[config.mk]
export PLATFORM = sky130hd
export DESIGN_NAME = adc_frame_packer
export DESIGN_NICKNAME = d
export VERILOG_FILES = /design/src/rtl/adc_frame_packer.sv
export SDC_FILE = /design/constraint.sdc
export NUM_CORES = 1
export LEC_CHECK = 0
export ABC_AREA = 1
export CELL_PAD_IN_SITES_DETAIL_PLACEMENT = 0
export CELL_PAD_IN_SITES_GLOBAL_PLACEMENT = 1
export CORE_MARGIN = 5
export CORE_UTILIZATION = 32
export CTS_CLUSTER_SIZE = 24
export DETAILED_ROUTE_END_ITERATION = 7
export PLACE_DENSITY = 0.71
export SLEW_MARGIN = 20
export SYNTH_ARGS = -nofsm -noshare
export SYNTH_HDL_FRONTEND = slang
export SYNTH_SLANG_ARGS = --single-unit
[constraint.sdc]
create_clock -name clk -period 30.5 [get_ports clk]
set_input_delay 6.1 -clock clk [delete_from_list [all_inputs] [get_ports clk]]
set_output_delay 6.1 -clock clk [all_outputs]
set_load 0.03 [all_outputs]
[src/rtl/adc_frame_packer.sv]
// Packs the ADC sample stream into WORDS x WORD_W frames and hands each complete
// frame to the PISO shifter with a LOAD pulse, spaced at least HOLDOFF cycles apart.
module adc_frame_packer #(
    parameter int SAMPLE_W = 16,
    parameter int WORD_W   = 64,
    parameter int WORDS    = 4,
    parameter int HOLDOFF  = 4
) (
    input  logic                clk,
    input  logic                rst,
    input  logic                sample_valid,
    input  logic [SAMPLE_W-1:0] sample_data,
    input  logic                sync,
    input  logic                ovf_clr,
    output logic [WORD_W-1:0]   dout [WORDS-1:0],
    output logic                load,
    output logic                pending,
    output logic                overflow,
    output logic [7:0]          drop_cnt
);
    localparam int SPW = WORD_W / SAMPLE_W;
    localparam int SCW = (SPW > 1) ? $clog2(SPW) : 1;
    localparam int WCW = (WORDS > 1) ? $clog2(WORDS) : 1;
    localparam int HCW = (HOLDOFF > 1) ? $clog2(HOLDOFF) : 1;

    typedef enum logic {EMPTY, PEND} state_t;

    state_t            state;
    logic [SCW-1:0]    sample_cnt;
    logic [WCW-1:0]    word_cnt;
    logic [HCW-1:0]    hold_cnt;
    logic [WORD_W-1:0] asm_buf [WORDS-1:0];
    logic [WORD_W-1:0] staging [WORDS-1:0];

    logic [SCW-1:0]    base_s;
    logic [SCW-1:0]    next_s;
    logic [WCW-1:0]    base_w;
    logic [WCW-1:0]    next_w;
    logic [WORD_W-1:0] last_word;
    logic              complete;
    logic              transfer;
    logic              drop;

    // A sync restarts the frame, so a sample accepted with it lands at position zero.
    always_comb begin
        base_s = sync ? '0 : sample_cnt;
        base_w = sync ? '0 : word_cnt;
        next_s = base_s + 1'b1;
        next_w = base_w;
        if (base_s == SCW'(SPW - 1)) begin
            next_s = '0;
            next_w = (base_w == WCW'(WORDS - 1)) ? '0 : base_w + 1'b1;
        end
        complete  = sample_valid && !sync &&
                    (sample_cnt == SCW'(SPW - 1)) && (word_cnt == WCW'(WORDS - 1));
        transfer  = (state == PEND) && (hold_cnt == '0);
        drop      = complete && (state == PEND) && !transfer;
        last_word = asm_buf[WORDS-1];
        last_word[SAMPLE_W*(SPW-1) +: SAMPLE_W] = sample_data;
    end

    always_ff @(posedge clk) begin
        if (rst) begin
            state      <= EMPTY;
            sample_cnt <= '0;
            word_cnt   <= '0;
            hold_cnt   <= '0;
            load       <= 1'b0;
            overflow   <= 1'b0;
            drop_cnt   <= '0;
            for (int w = 0; w < WORDS; w++) begin
                asm_buf[w] <= '0;
                staging[w] <= '0;
                dout[w]    <= '0;
            end
        end else begin
            load <= transfer;

            if (sample_valid || sync) begin
                sample_cnt <= sample_valid ? next_s : '0;
                word_cnt   <= sample_valid ? next_w : '0;
            end
            if (sync) begin
                for (int w = 0; w < WORDS; w++) asm_buf[w] <= '0;
            end
            if (sample_valid) asm_buf[base_w][SAMPLE_W*base_s +: SAMPLE_W] <= sample_data;

            if (transfer) begin
                for (int w = 0; w < WORDS; w++) dout[w] <= staging[w];
                hold_cnt <= HCW'(HOLDOFF - 1);
            end else if (hold_cnt != '0) begin
                hold_cnt <= hold_cnt - 1'b1;
            end

            // The outgoing frame is read from staging before a same-edge completion refills it.
            if (complete && !drop) begin
                for (int w = 0; w < WORDS; w++)
                    staging[w] <= (w == WORDS - 1) ? last_word : asm_buf[w];
                state <= PEND;
            end else if (transfer) begin
                state <= EMPTY;
            end

            if (drop) begin
                overflow <= 1'b1;
                drop_cnt <= ovf_clr ? 8'd1 : ((drop_cnt == 8'hFF) ? drop_cnt : drop_cnt + 1'b1);
            end else if (ovf_clr) begin
                overflow <= 1'b0;
                drop_cnt <= '0;
            end
        end
    end

    assign pending = (state == PEND);
endmodule

# Word level (Yosys, flattened, before mapping)
# Memories as Yosys holds them, arrays and structs flattened. A register that Yosys moved wholly into a read port is not among the register bits.
# Index checks and enable logic that the tools add are counted.
# totals
regBits	17
n_memories	2
ram_bits	512
# mem_list
name	words	word_bits	rd	rd_clocked_by_memory_dff	write_ports	line	rtl
asm_buf	4	64	4	0	5	32	logic [WORD_W-1:0] asm_buf [WORDS-1:0];
staging	4	64	4	4	4	33	logic [WORD_W-1:0] staging [WORDS-1:0];
# classes
reduce_logical	17
bitwise_logic	8
muxes	36
n_addsub	5
shifts	2
eq_ne	6
# op_table
operator	n
64-bit 2-to-1 mux	9
16-bit by 34-bit variable shift with 64-bit output, first input constant	1
16-bit by 34-bit variable part select with 64-bit output	1
6-bit negation with 34-bit output	1
8-bit 2-to-1 mux	4
2-bit 2-to-1 mux	9
1-bit 2-to-1 mux	14
8-bit by 1-bit adder with 8-bit output, second input constant	1
2-bit equality test, second input constant	4
8-bit equality test, second input constant	1
1-bit OR	8
2-bit nonzero test	4
1-bit logical AND	7
2-bit by 1-bit adder with 2-bit output, second input constant	2
1-bit zero test	3
2-bit zero test	1
2-bit inequality test, second input constant	1
2-bit AND reduction	1
2-bit by 1-bit subtractor with 2-bit output, second input constant	1
1-bit logical OR	1

# Longest topological paths before layout
# depth
ltp_word	12
depth_mapped	11
depth_no_buf	11

# Worst setup path after synthesis
# OpenSTA, ideal clock, no wires.
# synth_timing
path_kind	in2reg
from	input port sync
to	memory staging[0][0], enable pin
setup_slack_ns	4.958
setup_ns	1.227
t_required_ns	29.273
path_buffers	0
path_stages	5
arrival_time_ns	24.315
path_cell_list	inv_2 > nand2_1 > inv_1 > nand2_1 > o21ai_0
# synth_lines
item	line	rtl
from (decl)	13	input logic sync,
to (decl)	33	

==> impl_metrics.yaml <==
worst_setup_path:
  critical-path-max-stage-delay_ps: 700
  worst_path_max_delay_cell: "sky130_fd_sc_hd__clkinv_1"
  cp-end-kind: "flop"
  timing_worst_setup_path_type: "primary input to flop"
  crit_buf_inv: 3
  critical_path.max_fanout: 21
  r2r_end: "asm_buf[3][13]"
  critPathTopFamily: "simple AND/OR/NAND/NOR gates"
  reg2regPathDepth: 8
  required_ps: 30770
  cp-start-kind: "primary input"
  timing.critical_path.cells: "clkdlybuf4s50_1 -> inv_2 -> nand2_4 -> ha_1 -> clkinv_1 -> nor2_4 -> nand2_2 -> nand2_1"
  r2r_setup_slack_ps: 27040
  reg2reg_from: "sample_cnt[1]"
  worst_ep_arrival_time_ps: 9530
clock_network:
  post-cts-setup-buffers: 0
  number_of_cts_inserted_buffers: 84
  cts_resized: 0
  cts-root-buf: "sky130_fd_sc_hd__clkbuf_16"
  tritoncts: "done"
  h-tree-depth: 3
  post_cts_hold_buffer_count: 0
  clock_insertion_delay_worst_skew_ps: 640
  clockBufferDepth: 3
  clk_transition_reported_paths_ps: 60
  clock_sinks: 769
routing:
  routed_via_density: 4.49
  dr_total_vias: 18733
  drt_first_pass_iters: 5
  highest-signal-layer: "met5"
  dr_wl_met3_um: 4880
  remaining_drc_errors: 0
  drtIter0Drc: 1511
  postRouteAntennaNets: 0
  routed_wirelength_normalized_by_instance_count_um: 18.3
  route.met2.wl_um: 36000
  finalWirelength_um: 76200
  routedLengthMet1_um: 32300
die:
  ioPinCount: 288
  number_of_rows_in_the_core_area: 109
  initial_utilization_pct: 32.1
  die_h_um: 307
  chipWidth_um: 307
  fp.coreArea_um2: 88100
  die_area_um2: 94500
global_route:
  grt_pass1_vias: 17884
  grtUsageTotal_pct: 15.7
  first_pass_grt_wire_length_um: 113000
  grt.overflow.total: 0
  grt_max_degree: 218
  initial_antenna_violation_count: 3
cells_and_area:
  fraction_of_final_layout_cells_sized_beyond_drive_strength_1_pct: 5.89
  multiInputGateArea_um2: 6280
  finalNetCount: 2967
  synthToLayoutAreaGrowth_pct: 23.2
  fillCellCount: 8696
  seqCellArea_um2: 20400
sta:
  final_critical_delay_including_setup_and_external_delays_ps: 9260
  clock_skew_ps: 24.0
  finalSetupViolations: 0
  fin_setup_tns_ps: 0
  min_period_over_period_pct: 30.4
  worst_pin_slew_ps: 1210
  grt_setup_unrepaired: "no"
  maxSlewHeadroom_pct: 19.4
  maxSlewViolCount: 0
  whs_ps: 458
  clock.fmax_mhz: 108
  report.final.hold_viol_count: 0
worst_hold_path:
  hold_path.startpoint: "hold_cnt[1]"
  holdCritPathClass: "flop to flop"
  hold-path-endpoint: "hold_cnt[1]"
  min_delay_path_depth: 2
pwr:
  power.density_nw_per_um2: 62.9
  max_rail_drop_vdd_mv: 0.0387
  pleak_nw: 12.3
placed_design:
  globalplace.congestion: 0.825
  port_buffers: 287
  placed_wire_length_estimate_um: 52100
synthesis:
  postSynthCellCount: 2686
  ys_warn_count: 0
  syn_nets: 2718
  synthDistinctLibCells: 25
  avgSynthCellArea_um2: 10.5
  synth.cell_area_um2: 28300
  ys_seq_area_share_pct: 71.9
  ys_seq_elements: 769
status:
  outcome: "complete, no violations"
job:
  max_cap_viol_count: 0
==> where the power goes <==
part	total (W)	internal [W]	switching, W	leakage, nW
registers	0.00114	0.00113	0.00000947	7.52
logic	0.0000635	0.0000129	0.0000506	3.41
clock network	0.000988	0.000566	0.000421	1.32
total	0.00219	0.00171	0.000481	12.3
==> cell usage after synthesis, drive strengths merged <==
library cell | number | share of area, %
o21ai | 262 | 4.6
dfxtp | 273 | 19
ha | 11 | 0.49
nand3 | 43 | 0.95
buf | 71 | 1.2
nand2 | 104 | 1.5
clkbuf | 67 | 0.89
nand4 | 3 | 0.066
nor3 | 20 | 0.39
inv | 287 | 3.8
a31oi | 1 | 0.022
nand3b | 1 | 0.027
edfxtp | 496 | 53
nor2 | 1033 | 14
clkinv | 1 | 0.013
a21oi | 13 | 0.23
==> registers in the layout, summed over array words and instances, names as in the netlist <==
signal	flops
sample_cnt	2
pending	1
drop_cnt	8
load	1
dout	256
word_cnt	2
overflow	1
asm_buf	240
hold_cnt	2
staging	256
==> worst max path at each step <==
stage | start | to | cells past startpoint
after global routing | sync | asm_buf[2][9] | 8
after CTS | sync | asm_buf[3][13] | 8
final | sync | asm_buf[3][13] | 8
after global placement | sync | asm_buf[3][13] | 8
after floorplan | sync | staging[0][0] | 5
after detailed placement | sync | asm_buf[3][13] | 8
==> cell usage in the layout (no fill, tap or decap) <==
master / n
sky130_fd_sc_hd__nand3b_1: 1
sky130_fd_sc_hd__nand3_1: 32
sky130_fd_sc_hd__o21ai_4: 1
sky130_fd_sc_hd__nor2_4: 3
sky130_fd_sc_hd__bufinv_16: 2
sky130_fd_sc_hd__buf_4: 13
sky130_fd_sc_hd__inv_16: 1
sky130_fd_sc_hd__inv_1: 283
sky130_fd_sc_hd__nor3_1: 19
sky130_fd_sc_hd__nor2_1: 1027
sky130_fd_sc_hd__inv_6: 2
sky130_fd_sc_hd__nor3_4: 1
sky130_fd_sc_hd__nor2_2: 3
sky130_fd_sc_hd__a21oi_1: 13
sky130_fd_sc_hd__clkbuf_4: 1
sky130_fd_sc_hd__clkinv_16: 1
sky130_fd_sc_hd__o21ai_0: 261
sky130_fd_sc_hd__nand4_1: 3
sky130_fd_sc_hd__nand3_2: 11
sky130_fd_sc_hd__diode_2: 1
sky130_fd_sc_hd__edfxtp_1: 496
sky130_fd_sc_hd__clkinv_8: 3
sky130_fd_sc_hd__nand2_4: 2
sky130_fd_sc_hd__clkbuf_1: 26
sky130_fd_sc_hd__a31oi_1: 1
sky130_fd_sc_hd__clkbuf_2: 3
sky130_fd_sc_hd__buf_12: 1
sky130_fd_sc_hd__nand2_2: 12
sky130_fd_sc_hd__clkinvlp_4: 2
sky130_fd_sc_hd__clkinv_2: 14
sky130_fd_sc_hd__nand2_1: 90
sky130_fd_sc_hd__inv_8: 3
sky130_fd_sc_hd__ha_1: 11
sky130_fd_sc_hd__clkbuf_8: 11
sky130_fd_sc_hd__dfxtp_1: 273
sky130_fd_sc_hd__inv_2: 2
sky130_fd_sc_hd__clkdlybuf4s50_1: 287
sky130_fd_sc_hd__clkinv_1: 6
sky130_fd_sc_hd__clkbuf_16: 85
==> cell families after synthesis <==
logic type | count (synthesis) | share of synthesized area (%)
AND/OR/NAND/NOR | 1204 | 16.7
adder cells (fa/ha/maj) | 11 | 0.486
AO/OA/AOI/OAI | 276 | 4.88
buffers and inverters | 426 | 5.95
flip-flops | 769 | 71.9
==> area by class of cell <==
cell class                 instances  share of cell area, %
antenna                            1                0.00717
clock buffer                     126                   6.88
clock inverter                    31                  0.843
inverter                         288                   3.14
multi-input combinational       1491                   18.0
sequential                       769                   58.4
tap                             1165                   4.18
timing repair buffer             301                   8.57
==> worst min-delay path, delay by kind of cell, from the launching register on <==
kind / cells / cell delay, ps
flops: 1 / 290
compound gates: 1 / 60
buf+inv: 1 / 60
==> stage by stage <==
stage	cell area, um2	total power (W)	util, %	cells	setup slack, ps
after floorplan	28300	0.00121	-	2686	4960
after global placement	32200	0.00123	36.5	4014	20740
after detailed placement	32200	0.00123	36.5	4014	20620
after CTS	34900	0.00222	39.6	4171	21330
after global routing	34900	0.00227	39.6	4171	21010
final	34900	0.00219	39.6	4172	21240
==> metal layers <==
layer,vias up,GRT usage (%)
met5,-,0
met4,2,5.96
met1,8921,20.4
met2,550,25.7
li1,9123,-
met3,137,3.71
Note: power is estimated with default switching activity, not from simulation.
